[src/rtl/alu_pkg.sv]
// Shared ALU definitions: operation encodings and flag bit positions used by
// the pipelined add/subtract unit.
package alu_pkg;

  typedef enum logic [1:0] {
    OP_ADD      = 2'b00,
    OP_SUB      = 2'b01,
    OP_SUBU_SAT = 2'b10,
    OP_SUBS_SAT = 2'b11
  } op_e;

  localparam int FLAG_CARRY = 0;
  localparam int FLAG_OVF   = 1;
  localparam int FLAG_ZERO  = 2;
  localparam int FLAG_NEG   = 3;
  localparam int NUM_FLAGS  = 4;

endpackage

[src/rtl/addsub_chunk.sv]
// One slice of the split carry chain: CW-bit add with carry-in, returning the
// carry-out and the carry into the slice MSB (used for signed overflow).
module addsub_chunk #(
  parameter int CW = 16
) (
  input  logic [CW-1:0] a,
  input  logic [CW-1:0] b,
  input  logic          cin,
  output logic [CW-1:0] sum,
  output logic          cout,
  output logic          cmsb
);

  logic [CW:0] full;

  assign full = {1'b0, a} + {1'b0, b} + {{CW{1'b0}}, cin};
  assign sum  = full[CW-1:0];
  assign cout = full[CW];
  // Carry into the MSB recovered from the MSB sum bit; works for CW == 1 too.
  assign cmsb = full[CW-1] ^ a[CW-1] ^ b[CW-1];

endmodule

[src/rtl/pipelined_addsub.sv]
// Pipelined WIDTH-bit add/subtract with wrap or saturating modes; stage k adds
// operand chunk k, and the whole pipe advances as one under valid/ready.
module pipelined_addsub
  import alu_pkg::*;
#(
  parameter int WIDTH  = 32,
  parameter int STAGES = 2
) (
  input  logic             clk,
  input  logic             reset,
  input  logic             in_valid,
  output logic             in_ready,
  input  logic [1:0]       op,
  input  logic [WIDTH-1:0] in1,
  input  logic [WIDTH-1:0] in2,
  output logic             out_valid,
  input  logic             out_ready,
  output logic [WIDTH-1:0] Out,
  output logic             carry,
  output logic             ovf,
  output logic             zero,
  output logic             neg
);

  localparam int CW = WIDTH / STAGES;

  logic adv;

  assign adv      = ~out_valid | out_ready;
  assign in_ready = adv;

  for (genvar k = 0; k < STAGES; k++) begin : g_stage
    logic [WIDTH-1:k*CW]    a_src;   // operand chunks k.. still to be added
    logic [WIDTH-1:k*CW]    b_src;
    logic [k*CW+CW-1:0]     s_new;   // result chunks 0..k
    logic                   cin;
    logic                   v_src;
    op_e                    op_src;
    logic [CW-1:0]          sum;
    logic                   cout;
    logic                   valid_q;

    if (k == 0) begin : g_src
      assign op_src = op_e'(op);
      assign a_src  = in1;
      assign b_src  = (op_src == OP_ADD) ? in2 : ~in2;
      assign cin    = (op_src != OP_ADD);
      assign v_src  = in_valid;
      assign s_new  = sum;
    end else begin : g_src
      assign op_src = g_stage[k-1].g_mid.op_q;
      assign a_src  = g_stage[k-1].g_mid.a_q;
      assign b_src  = g_stage[k-1].g_mid.b_q;
      assign cin    = g_stage[k-1].g_mid.c_q;
      assign v_src  = g_stage[k-1].valid_q;
      assign s_new  = {sum, g_stage[k-1].g_mid.s_q};
    end

    // NOTE: sequential state is always assigned with <= so every stage samples
    // the previous stage's pre-edge value.
    always_ff @(posedge clk or posedge reset) begin
      if (reset)    valid_q <= 1'b0;
      else if (adv) valid_q <= v_src;
    end

    if (k < STAGES - 1) begin : g_mid
      logic                  cmsb_unused;
      logic [WIDTH-1:(k+1)*CW] a_q;
      logic [WIDTH-1:(k+1)*CW] b_q;
      logic [(k+1)*CW-1:0]   s_q;
      logic                  c_q;
      op_e                   op_q;

      addsub_chunk #(.CW(CW)) u_chunk (
        .a    (a_src[k*CW +: CW]),
        .b    (b_src[k*CW +: CW]),
        .cin  (cin),
        .sum  (sum),
        .cout (cout),
        .cmsb (cmsb_unused)
      );

      // NOTE: datapath registers are reset as well, so a discarded beat can
      // never leave residue that is observable after reset.
      always_ff @(posedge clk or posedge reset) begin
        if (reset) begin
          a_q  <= '0;
          b_q  <= '0;
          s_q  <= '0;
          c_q  <= 1'b0;
          op_q <= OP_ADD;
        end else if (adv && v_src) begin
          a_q  <= a_src[WIDTH-1:(k+1)*CW];
          b_q  <= b_src[WIDTH-1:(k+1)*CW];
          s_q  <= s_new;
          c_q  <= cout;
          op_q <= op_src;
        end
      end
    end else begin : g_last
      logic                 cmsb;
      logic                 ovf_raw;
      logic [WIDTH-1:0]     res;
      logic [NUM_FLAGS-1:0] flags_d;
      logic [NUM_FLAGS-1:0] flags_q;
      logic [WIDTH-1:0]     out_q;

      addsub_chunk #(.CW(CW)) u_chunk (
        .a    (a_src[k*CW +: CW]),
        .b    (b_src[k*CW +: CW]),
        .cin  (cin),
        .sum  (sum),
        .cout (cout),
        .cmsb (cmsb)
      );

      assign ovf_raw = cmsb ^ cout;

      // NOTE: every always_comb output gets a default first so no path can
      // leave it unassigned and infer a latch.
      always_comb begin
        res     = s_new;
        flags_d = '0;
        if (op_src == OP_SUBU_SAT && !cout)
          res = '0;
        else if (op_src == OP_SUBS_SAT && ovf_raw)
          res = a_src[WIDTH-1] ? {1'b1, {(WIDTH-1){1'b0}}} : {1'b0, {(WIDTH-1){1'b1}}};
        // carry/ovf describe the raw operation; zero/neg the clamped result.
        flags_d[FLAG_CARRY] = (op_src == OP_ADD) ? cout : ~cout;
        flags_d[FLAG_OVF]   = ovf_raw;
        flags_d[FLAG_ZERO]  = (res == '0);
        flags_d[FLAG_NEG]   = res[WIDTH-1];
      end

      always_ff @(posedge clk or posedge reset) begin
        if (reset) begin
          out_q   <= '0;
          flags_q <= '0;
        end else if (adv && v_src) begin
          out_q   <= res;
          flags_q <= flags_d;
        end
      end
    end
  end

  assign out_valid = g_stage[STAGES-1].valid_q;
  assign Out       = g_stage[STAGES-1].g_last.out_q;
  assign carry     = g_stage[STAGES-1].g_last.flags_q[FLAG_CARRY];
  assign ovf       = g_stage[STAGES-1].g_last.flags_q[FLAG_OVF];
  assign zero      = g_stage[STAGES-1].g_last.flags_q[FLAG_ZERO];
  assign neg       = g_stage[STAGES-1].g_last.flags_q[FLAG_NEG];

endmodule
[config.mk]
export PLATFORM = sky130hd
export DESIGN_NAME = pipelined_addsub
export DESIGN_NICKNAME = d
export VERILOG_FILES = /design/src/rtl/alu_pkg.sv /design/src/rtl/addsub_chunk.sv /design/src/rtl/pipelined_addsub.sv
export SDC_FILE = /design/constraint.sdc
export NUM_CORES = 1
export LEC_CHECK = 0
export BUFFER_PORTS_ARGS = -buffer_cell sky130_fd_sc_hd__buf_4
export CAP_MARGIN = 20
export CORE_ASPECT_RATIO = 2
export CORE_MARGIN = 3
export CORE_UTILIZATION = 40
export CTS_CLUSTER_DIAMETER = 100
export DETAILED_ROUTE_END_ITERATION = 8
export GPL_TIMING_DRIVEN = 0
export SLEW_MARGIN = 20
export SYNTH_ARGS = -nofsm -noshare
export SYNTH_HDL_FRONTEND = slang
export SYNTH_SLANG_ARGS = --single-unit
[constraint.sdc]
create_clock -name clk -period 3.9 [get_ports clk]
set_input_delay 0.78 -clock clk [delete_from_list [all_inputs] [get_ports clk]]
set_output_delay 0.78 -clock clk [all_outputs]
set_load 0.02 [all_outputs]
==> out/results.ini, run 1 <==
[grt]
globalRoute.totalOverflow=0
grt_start_max_net_pins=50
grt_pass1_wl_um=22000
number_of_antenna_violations_at_the_first_check_in_global_routing=0
number_of_global_route_vias_before_repair=4686
track_usage_pct=18.0

[synthesis]
synth.ff_latch_count=88
syn_inst=559
synth_top_area_share_pct=39.3
synth.mux.area_fraction_pct=3.82
synth-compound-area-share_pct=22.2
yosys_warnings=0
synth_top_family_by_area=compound AO/OA/AOI/OAI gates
yosysTopAreaCell=sky130_fd_sc_hd__dfrtp_1
async_flop_share_pct=100
synth.yosys.seq_area_share_pct=39.3
yosys.area_share.adder_pct=7.77
synth-simple-area-share_pct=12.3
post_synth.cell_area_avg_um2=10.0
top_ff_cell_synth=sky130_fd_sc_hd__dfrtp_1
nets_in_the_synthesized_netlist=662
synth.distinct_cells=61
synth_edf_count=0
synth_top_cells_by_area=sky130_fd_sc_hd__dfrtp_1 (39%), sky130_fd_sc_hd__ha_1 (6.7%), sky130_fd_sc_hd__o31ai_2 (6.7%)
synth_xor_xnor_area_share_pct=9.16
combined_area_of_all_synthesized_cells_um2=5600

[power_and_ir_drop]
p_total_w=0.00461
p_per_area_nw_per_um2=660
ir_drop_uv=252
power.static_leakage_nw=3.19

[setup_path]
timing.critical_path.buf_inv=2
crit_arrival_ps=3770
worstPathCellList=buf_4 -> nor2_2 -> buf_1 -> xnor2_1 -> ha_1 -> a21o_1 -> a21oi_1 -> nor2b_1 -> a311o_1 -> a211o_1 -> a21oi_1 -> xor2_1 -> o21ai_1
critical_path.most_common_cell=sky130_fd_sc_hd__a21oi_1
critical-path-top-delay-family=compound AO/OA/AOI/OAI gates
cp_max_fo=10
worst_r2r_path_depth=13
path_depth=13
critical_path.startpoint_type=input pin
worst_ep_required_ps=4100
critPathMaxStageDelay_ps=570
setup.worst_path.class=in -> reg
cp_slowest_cell=sky130_fd_sc_hd__buf_1
endpoint_kind=flip-flop

[sta]
final_min_period_over_clock_period_pct=91.6
layout_skew_ps=8.24
slew_headroom_pct=53.4
final_period_minus_worst_setup_slack_ps=3570
final-setup-viol-count=0
worst_slack_ps=326
slew_viol_final=0
report.final.hold_viol_count=0
worst-slew-pin-transition_ps=699
grt_setup_unrepaired=false
achievable-frequency_mhz=280
holdWs_ps=482

[cts]
worstSkewPairLatency_ps=340
clock_tree.buffer_depth=2
cts_htree_levels=3
clock_buffers_created_by_tritoncts=9
cts_num_sinks=88
cts-root-buf=sky130_fd_sc_hd__clkbuf_16
clkSlewWorstSetupHoldPaths_ps=60
postCtsSetupRepairBufs=0
cts_tree=done

[routing]
dr.first_iter.drc_count=216
dr_wl_met3_um=405
routed-via-count=4430
detailedRoute.firstPassIterationCount=4
met1_length_um=5170
drc=0
totalWireLength_um=13400
wl_met2_um=7420
routed.top_layer=met4
antenna_violating_nets_post_route=0
routedWlPerCell_um=15.4
post_drt_via_cell_ratio=5.10

[place]
finalWeightedCongestion=0.831
pre_cts_slack_ps=-683
port-buffer-count=107
detailedPlacementHpwl_um=11200
dp_cells=853

[layout]
flow.area_growth_from_synthesis_pct=24.7
layout_commonest_cell=sky130_fd_sc_hd__buf_4
layout.core_utilization_pct=51.4
antenna_cells_inserted=0
most-common-layout-cells=sky130_fd_sc_hd__buf_4 (109), sky130_fd_sc_hd__dfrtp_1 (88), sky130_fd_sc_hd__nand2_1 (80)
design.final.nets=781
layoutNonFillerInstCount=869
drive_gt1_share_pct=29.1
multi_input_area_um2=3100
filler_cell_count=1299
sequential_cell_area_um2=2200

[floorplanning]
core.rowCount=60
initial_core_util_pct=41.2
design.core.area_um2=13600
fp.dieH_um=173
pin_count=108
die_w_um=89.7
die-area_um2=15500

[worst_hold_path]
hold_path_depth=2
holdCritPathClass=reg -> reg

[status]
outcome=completed

[run]
cap_viol_max_count=0

==> kinds of logic (layout without fill, tap and decap cells) <==
| logic type | after synthesis | after routing |
|---|---|---|
| muxes | 19 | 19 |
| AOI/OAI and AO/OA | 167 | 167 |
| and+or+nand+nor | 149 | 149 |
| buffers and inverters | 47 | 171 |
| DFF | 88 | 88 |
| adders and majority gates | 33 | 33 |
| xor gates and xnor gates | 56 | 56 |
==> per-stage QoR <==
stage               TNS, ps  instance area, um2
finish                    0                6990
global route              0                6990
CTS                       0                6980
detailed placement    -2950                6670
global placement     -12640                6640
floorplan                 0                5600
==> metal layers <==
metal  global-route usage (%)  up-vias
met3                     1.86       19
met4                     7.27        0
met2                     32.7       94
met1                     20.5     2092
met5                        0        -
li1                         -     2225
==> state kept, by name (all words and copies together) (netlist names) <==
name	cells
g_stage.g_mid.a_q	16
g_stage.g_mid.op_q	2
g_stage.g_last.flags_q	4
g_stage.g_mid.b_q	16
g_stage.g_mid.s_q	16
g_stage.valid_q	1
g_stage.g_mid.c_q	1
out_valid	1
Out	31
==> worst register-to-register path: stages, from the launching register on <==
cell and delay [ps]:
sky130_fd_sc_hd__dfrtp_1 400, sky130_fd_sc_hd__fa_1 460, sky130_fd_sc_hd__inv_1 90, sky130_fd_sc_hd__fa_1 200
sky130_fd_sc_hd__nor2b_1 70, sky130_fd_sc_hd__o31a_2 340, sky130_fd_sc_hd__o21bai_4 160, sky130_fd_sc_hd__a41o_4 260
sky130_fd_sc_hd__o21ai_4 110, sky130_fd_sc_hd__xnor2_2 200, sky130_fd_sc_hd__xnor3_2 460, sky130_fd_sc_hd__buf_2 210
sky130_fd_sc_hd__a21oi_1 230, sky130_fd_sc_hd__o31ai_2 80
==> area by class of cell <==
type                       instances  area share, %
sequential                        88           31.5
inverter                          15          0.842
clock inverter                     6          0.967
multi-input combinational        424           44.4
timing repair buffer             108           11.9
clock buffer                      10           3.42
buffer                            32           3.58
tap                              186           3.33
==> worst paths after layout <==
check,from,slack [ps],endpoint
min in group asynchronous,reset,490,Out[2]
hold reg to reg,Out[19],480,Out[19]
max in group asynchronous,reset,2800,g_stage[0].g_mid.b_q[29]
setup reg to reg,g_stage[0].g_mid.a_q[16],510,Out[9]
setup / recovery,op[0],330,g_stage[0].g_mid.s_q[15]
hold / removal,Out[19],480,Out[19]
==> report_power, final <==
| group | total [W] | internal (W) | switching, W |
|---|---|---|---|
| logic | 0.00235 | 0.00103 | 0.00132 |
| registers | 0.00139 | 0.00120 | 0.000193 |
| clock network | 0.000873 | 0.000516 | 0.000357 |
==> Yosys cell counts, types with 3 or more instances <==
library cell                    count
sky130_fd_sc_hd__buf_1              6
sky130_fd_sc_hd__dfrtp_1           88
sky130_fd_sc_hd__ha_1              30
sky130_fd_sc_hd__dlygate4sd3_1      6
sky130_fd_sc_hd__xor2_1            23
sky130_fd_sc_hd__buf_6              4
sky130_fd_sc_hd__o21ai_0           38
sky130_fd_sc_hd__buf_12             3
sky130_fd_sc_hd__or3_1              6
sky130_fd_sc_hd__nor2b_1            3
sky130_fd_sc_hd__xnor2_1           31
sky130_fd_sc_hd__a21oi_1           51
sky130_fd_sc_hd__o31ai_1            4
sky130_fd_sc_hd__and2_1             3
sky130_fd_sc_hd__inv_1             15
sky130_fd_sc_hd__clkbuf_1           9
sky130_fd_sc_hd__nand3_1            5
sky130_fd_sc_hd__fa_1               3
sky130_fd_sc_hd__nor3b_1            4
sky130_fd_sc_hd__nor3_1             6
sky130_fd_sc_hd__nor2_1            18
sky130_fd_sc_hd__a211oi_1           3
sky130_fd_sc_hd__or4_1              3
sky130_fd_sc_hd__nor4_1             3
sky130_fd_sc_hd__o21a_1             6
sky130_fd_sc_hd__mux2_2            19
sky130_fd_sc_hd__a31oi_1            3
sky130_fd_sc_hd__nand4_1            6
sky130_fd_sc_hd__nand2b_1           6
sky130_fd_sc_hd__nand2_1           80
sky130_fd_sc_hd__o31ai_2           30
sky130_fd_sc_hd__a21o_1             9
==> timing repair <==
action / 4_1_cts / 5_1_grt
gates cloned: 0 / 0
hold buffers: 0 / 0
endpoints found under the hold margin: 0 / 0
setup endpoints to repair: 4 / 4
pin swaps: 0 / 0
gates resized for setup: 2 / 3
Power figures use the tool's default switching activity.
==> inputs of run 2 (changes only) <==
SYNTH_HIERARCHICAL = 1   (was unset)
==> out/results.ini, run 2 <==
[cts]
clock_buffers_created_by_tritoncts=9
cts-root-buf=sky130_fd_sc_hd__clkbuf_16
cts_num_sinks=88
worstSkewPairLatency_ps=340
hold_buffers=0
cts_tree=done
clkSlewWorstSetupHoldPaths_ps=60
postCtsSetupRepairBufs=0
clock_tree.buffer_depth=2
cts_htree_levels=3

[setup_path]
worst_r2r_path_depth=13
setup.worst_path.class=in -> reg
timing.reg2reg.setup_slack_ps=320
endpoint_kind=flip-flop
cp_max_fo=10
crit_arrival_ps=3930
crit-reg2reg-capture=Out[26]
critical_path.startpoint_type=input pin
worstReg2RegStart=g_stage[0].g_mid.a_q[16]
worst_ep_required_ps=4120

[synthesis]
yosys_warnings=6
nets_in_the_synthesized_netlist=636
syn_inst=532
post_synth.cell_area_avg_um2=10.1
combined_area_of_all_synthesized_cells_um2=5350

[layout]
number_of_flip_flops_in_the_largest_register=31
most-common-layout-cells=sky130_fd_sc_hd__buf_4 (109), sky130_fd_sc_hd__dfrtp_1 (88), sky130_fd_sc_hd__nand2_1 (74)
drive_gt1_share_pct=31.6
antenna_cells_inserted=0
layout_commonest_cell=sky130_fd_sc_hd__buf_4
layout.core_utilization_pct=51.1
design.final.nets=755
stdcell_area_um2=6680
flow.area_growth_from_synthesis_pct=25.0

[place]
detailedPlacementHpwl_um=10500
detailed_place.area_um2=6360
port-buffer-count=107
finalWeightedCongestion=0.868

[floorplanning]
die_w_um=87.8
core.rowCount=59
fp.dieH_um=170
initial_core_util_pct=40.9
design.core.area_um2=13100
pin_count=108
die-area_um2=14900

[power_and_ir_drop]
ir_drop_uv=270
power.static_leakage_nw=3.06
p_per_area_nw_per_um2=662
p_total_w=0.00442

[run]
cap_viol_max_count=0

[sta]
slew_headroom_pct=58.7
final-setup-viol-count=0
report.final.hold_viol_count=0
achievable-frequency_mhz=269
final_min_period_over_clock_period_pct=95.3
final_period_minus_worst_setup_slack_ps=3720
fin_setup_tns_ps=0
worst-slew-pin-transition_ps=620
grt_setup_unrepaired=false
layout_skew_ps=7.37
slew_viol_final=0

[grt]
track_usage_pct=18.6
grt_pass1_wl_um=21800
number_of_antenna_violations_at_the_first_check_in_global_routing=0
number_of_global_route_vias_before_repair=4520
grt_start_max_net_pins=51
globalRoute.totalOverflow=0

[routing]
antenna_violating_nets_post_route=0
dr.first_iter.drc_count=177
dr_wl_met3_um=555
totalWireLength_um=13100
drc=0
met1_length_um=4890
routed.top_layer=met4
routed-via-count=4359
routedWlPerCell_um=16.2
wl_met2_um=7170
post_drt_via_cell_ratio=5.39
detailedRoute.firstPassIterationCount=4

[status]
outcome=completed

[worst_hold_path]
holdCritPathClass=reg -> reg
hold_path_depth=2
worstHoldEndpoint=g_stage[0].g_mid.b_q[22]
min-delay-start=g_stage[0].g_mid.b_q[22]

run 2: area by class of cell:
class,count,area [um2]
plain buffers,25,144
fillers,1255,6380
flip-flops and latches,88,2200
well taps,152,190
clock inverters,7,80.1
inverters,12,47.5
multi-input cells,407,2970
repair buffers,108,823
clock buffers,9,225
run 2: metal layers:
| metal | track usage [%] | vias up |
|---|---|---|
| met5 | 0 | - |
| met4 | 8.28 | 0 |
| met3 | 2.82 | 23 |
| met2 | 33.5 | 109 |
| met1 | 21.2 | 2099 |
| li1 | - | 2128 |
run 2: power by group:
group | switching (W) | internal, W
logic | 0.00118 | 0.000927
registers | 0.000225 | 0.00122
clock network | 0.000365 | 0.000502
total | 0.00177 | 0.00265
run 2: worst max-delay path: stages:
cell	delay, ps
sky130_fd_sc_hd__buf_4	120
sky130_fd_sc_hd__nor2_2	330
sky130_fd_sc_hd__buf_2	430
sky130_fd_sc_hd__xnor2_1	150
sky130_fd_sc_hd__fa_1	470
sky130_fd_sc_hd__fa_1	420
sky130_fd_sc_hd__a21oi_1	220
sky130_fd_sc_hd__o21ai_1	130
sky130_fd_sc_hd__nand4_1	110
sky130_fd_sc_hd__nand2_1	140
sky130_fd_sc_hd__o21ai_1	260
sky130_fd_sc_hd__xnor2_1	110
sky130_fd_sc_hd__mux2_2	260
run 2: stage by stage:
step	worst slack, ps	instances	hold WS [ps]
6_report	185	808	482
5_1_grt	8.47	808	514
4_1_cts	138	808	488
3_5_place_dp	-406	792	474
3_3_place_gp	-405	791	471
2_1_floorplan	427	532	454
run 2: timing repair:
action,in CTS,in global routing
resized for setup,1,2
setup endpoints to repair,2,3
endpoints found under the hold margin,0,0
run 2: worst max-delay path by stage:
stage | endpoint | from | cells past startpoint
6_report | g_stage[0].g_mid.s_q[14] | op[0] | 13
5_1_grt | g_stage[0].g_mid.c_q | op[0] | 13
4_1_cts | g_stage[0].g_mid.s_q[14] | op[0] | 13
3_5_place_dp | g_stage[0].g_mid.s_q[14] | op[0] | 13
3_3_place_gp | g_stage[0].g_mid.c_q | op[0] | 13
2_1_floorplan | g_stage[0].g_mid.c_q | op[0] | 12
==> inputs of run 3 (changes only) <==
clock period = 4.81 ns   (was 3.9 ns; I/O delays follow)
==> out/results.ini, run 3 (synthesized netlist as in run 2, its figures left out) <==
[status]
outcome=completed

[layout]
layoutNonFillerInstCount=808
multi_input_area_um2=2960
filler_cell_count=1260
most-common-layout-cells=sky130_fd_sc_hd__buf_4 (109), sky130_fd_sc_hd__dfrtp_1 (88), sky130_fd_sc_hd__nand2_1 (74)
drive_gt1_share_pct=31.1
flow.area_growth_from_synthesis_pct=24.7
sequential_cell_area_um2=2200
layout_commonest_cell=sky130_fd_sc_hd__buf_4
number_of_flip_flops_in_the_largest_register=31
antenna_cells_inserted=0
stdcell_area_um2=6670
design.final.nets=755

[cts]
clock_buffers_created_by_tritoncts=9
clock_tree.buffer_depth=2
cts_htree_levels=3
worstSkewPairLatency_ps=340
clkSlewWorstSetupHoldPaths_ps=60
hold_buffers=0
cts_num_sinks=88
cts.repair.resized=0
postCtsSetupRepairBufs=0
cts-root-buf=sky130_fd_sc_hd__clkbuf_16
cts_tree=done

[grt]
track_usage_pct=18.6
grt_pass1_wl_um=21900
grt_start_max_net_pins=51
number_of_antenna_violations_at_the_first_check_in_global_routing=0
globalRoute.totalOverflow=0
number_of_global_route_vias_before_repair=4532

[routing]
dr.first_iter.drc_count=184
antenna_violating_nets_post_route=0
detailedRoute.firstPassIterationCount=4
routedWlPerCell_um=16.3
routed-via-count=4348
drc=0
post_drt_via_cell_ratio=5.38
totalWireLength_um=13200

[sta]
worst_slack_ps=714
slew_headroom_pct=58.2
layout_skew_ps=7.56
worst-slew-pin-transition_ps=627
report.final.hold_viol_count=0
final_period_minus_worst_setup_slack_ps=4100
final_min_period_over_clock_period_pct=85.2
grt_setup_unrepaired=false
slew_viol_final=0
achievable-frequency_mhz=244
fin_setup_tns_ps=0
final-setup-viol-count=0

[setup_path]
critPathMaxStageDelay_ps=480
timing.critical_path.buf_inv=2
critical_path.startpoint_type=input pin
worst_ep_required_ps=5030
worstPathCellList=buf_4 -> nor2_1 -> buf_2 -> xnor2_1 -> fa_1 -> fa_1 -> a21oi_1 -> o21ai_1 -> nand4_1 -> nand2_1 -> o21ai_1 -> xnor2_1 -> mux2_2
setup.worst_path.class=in -> reg
cp_slowest_cell=sky130_fd_sc_hd__nor2_1
endpoint_kind=flip-flop
cp_max_fo=10
critical-path-top-delay-family=adder cells
crit_arrival_ps=4320

[power_and_ir_drop]
p_per_area_nw_per_um2=536
p_total_w=0.00357
ir_drop_uv=219
power.static_leakage_nw=3.06

[floorplanning]
pin_count=108
die_w_um=87.8
die-area_um2=14900
initial_core_util_pct=40.9
design.core.area_um2=13100
fp.dieH_um=170
core.rowCount=59

[place]
pre_cts_slack_ps=322
finalWeightedCongestion=0.868
port-buffer-count=107
dp_cells=792
detailed_place.area_um2=6360
detailedPlacementHpwl_um=10500

[worst_hold_path]
holdCritPathClass=reg -> reg

[run]
cap_viol_max_count=0

run 3: cell counts in the layout (fill, tap and decap cells not counted):
Identical to the previous run, type by type.
run 3: worst paths after layout:
| check | start | end | slack (ps) | depth (start not counted) |
|---|---|---|---|---|
| max | op[0] | g_stage[0].g_mid.s_q[14] | 710 | 13 |
| min | g_stage[0].g_mid.b_q[22] | g_stage[0].g_mid.b_q[22] | 480 | 2 |
| max reg2reg | g_stage[0].g_mid.a_q[16] | Out[4] | 1220 | 13 |
| min reg2reg | g_stage[0].g_mid.b_q[22] | g_stage[0].g_mid.b_q[22] | 480 | 2 |
| max in group asynchronous | reset | g_stage[0].g_mid.b_q[21] | 3460 | 3 |
| min in group asynchronous | reset | g_stage[0].g_mid.s_q[0] | 700 | 2 |
run 3: where the power goes:
group | leakage [nW] | switching, W | internal [W] | total (W)
combinational | 1.85 | 0.000954 | 0.000743 | 0.00170
clock | 0.142 | 0.000295 | 0.000407 | 0.000702
sequential | 1.07 | 0.000183 | 0.000991 | 0.00117
total | 3.06 | 0.00143 | 0.00214 | 0.00357
run 3: final cells by class:
cell class	instances	area share [%]
repair buffers	108	12.3
flip-flops and latches	88	33.0
clock buffers	9	3.38
clock inverters	7	1.20
inverters	12	0.713
multi-input cells	407	44.3
well taps	152	2.85
plain buffers	25	2.16
run 3: worst min-delay path, stage by stage (launching register included):
cell and delay (ps):
sky130_fd_sc_hd__dfrtp_1 340, sky130_fd_sc_hd__nand2_1 50, sky130_fd_sc_hd__o21ai_0 60
run 3: through the flow:
stage                     util, %  hold WS [ps]
after floorplan                 -           454
after global placement       48.5           471
after detailed placement     48.7           474
after CTS                    51.0           488
after global routing         51.0           514
final                        51.0           482
run 3: routing by layer:
metal / vias up / GRT usage, % / wire, um
li1: 2129 / - / -
met1: 2087 / 21.2 / 5020
met2: 107 / 33.5 / 7200
met3: 25 / 2.82 / 427
met4: 0 / 8.28 / 521
met5: - / 0 / 0
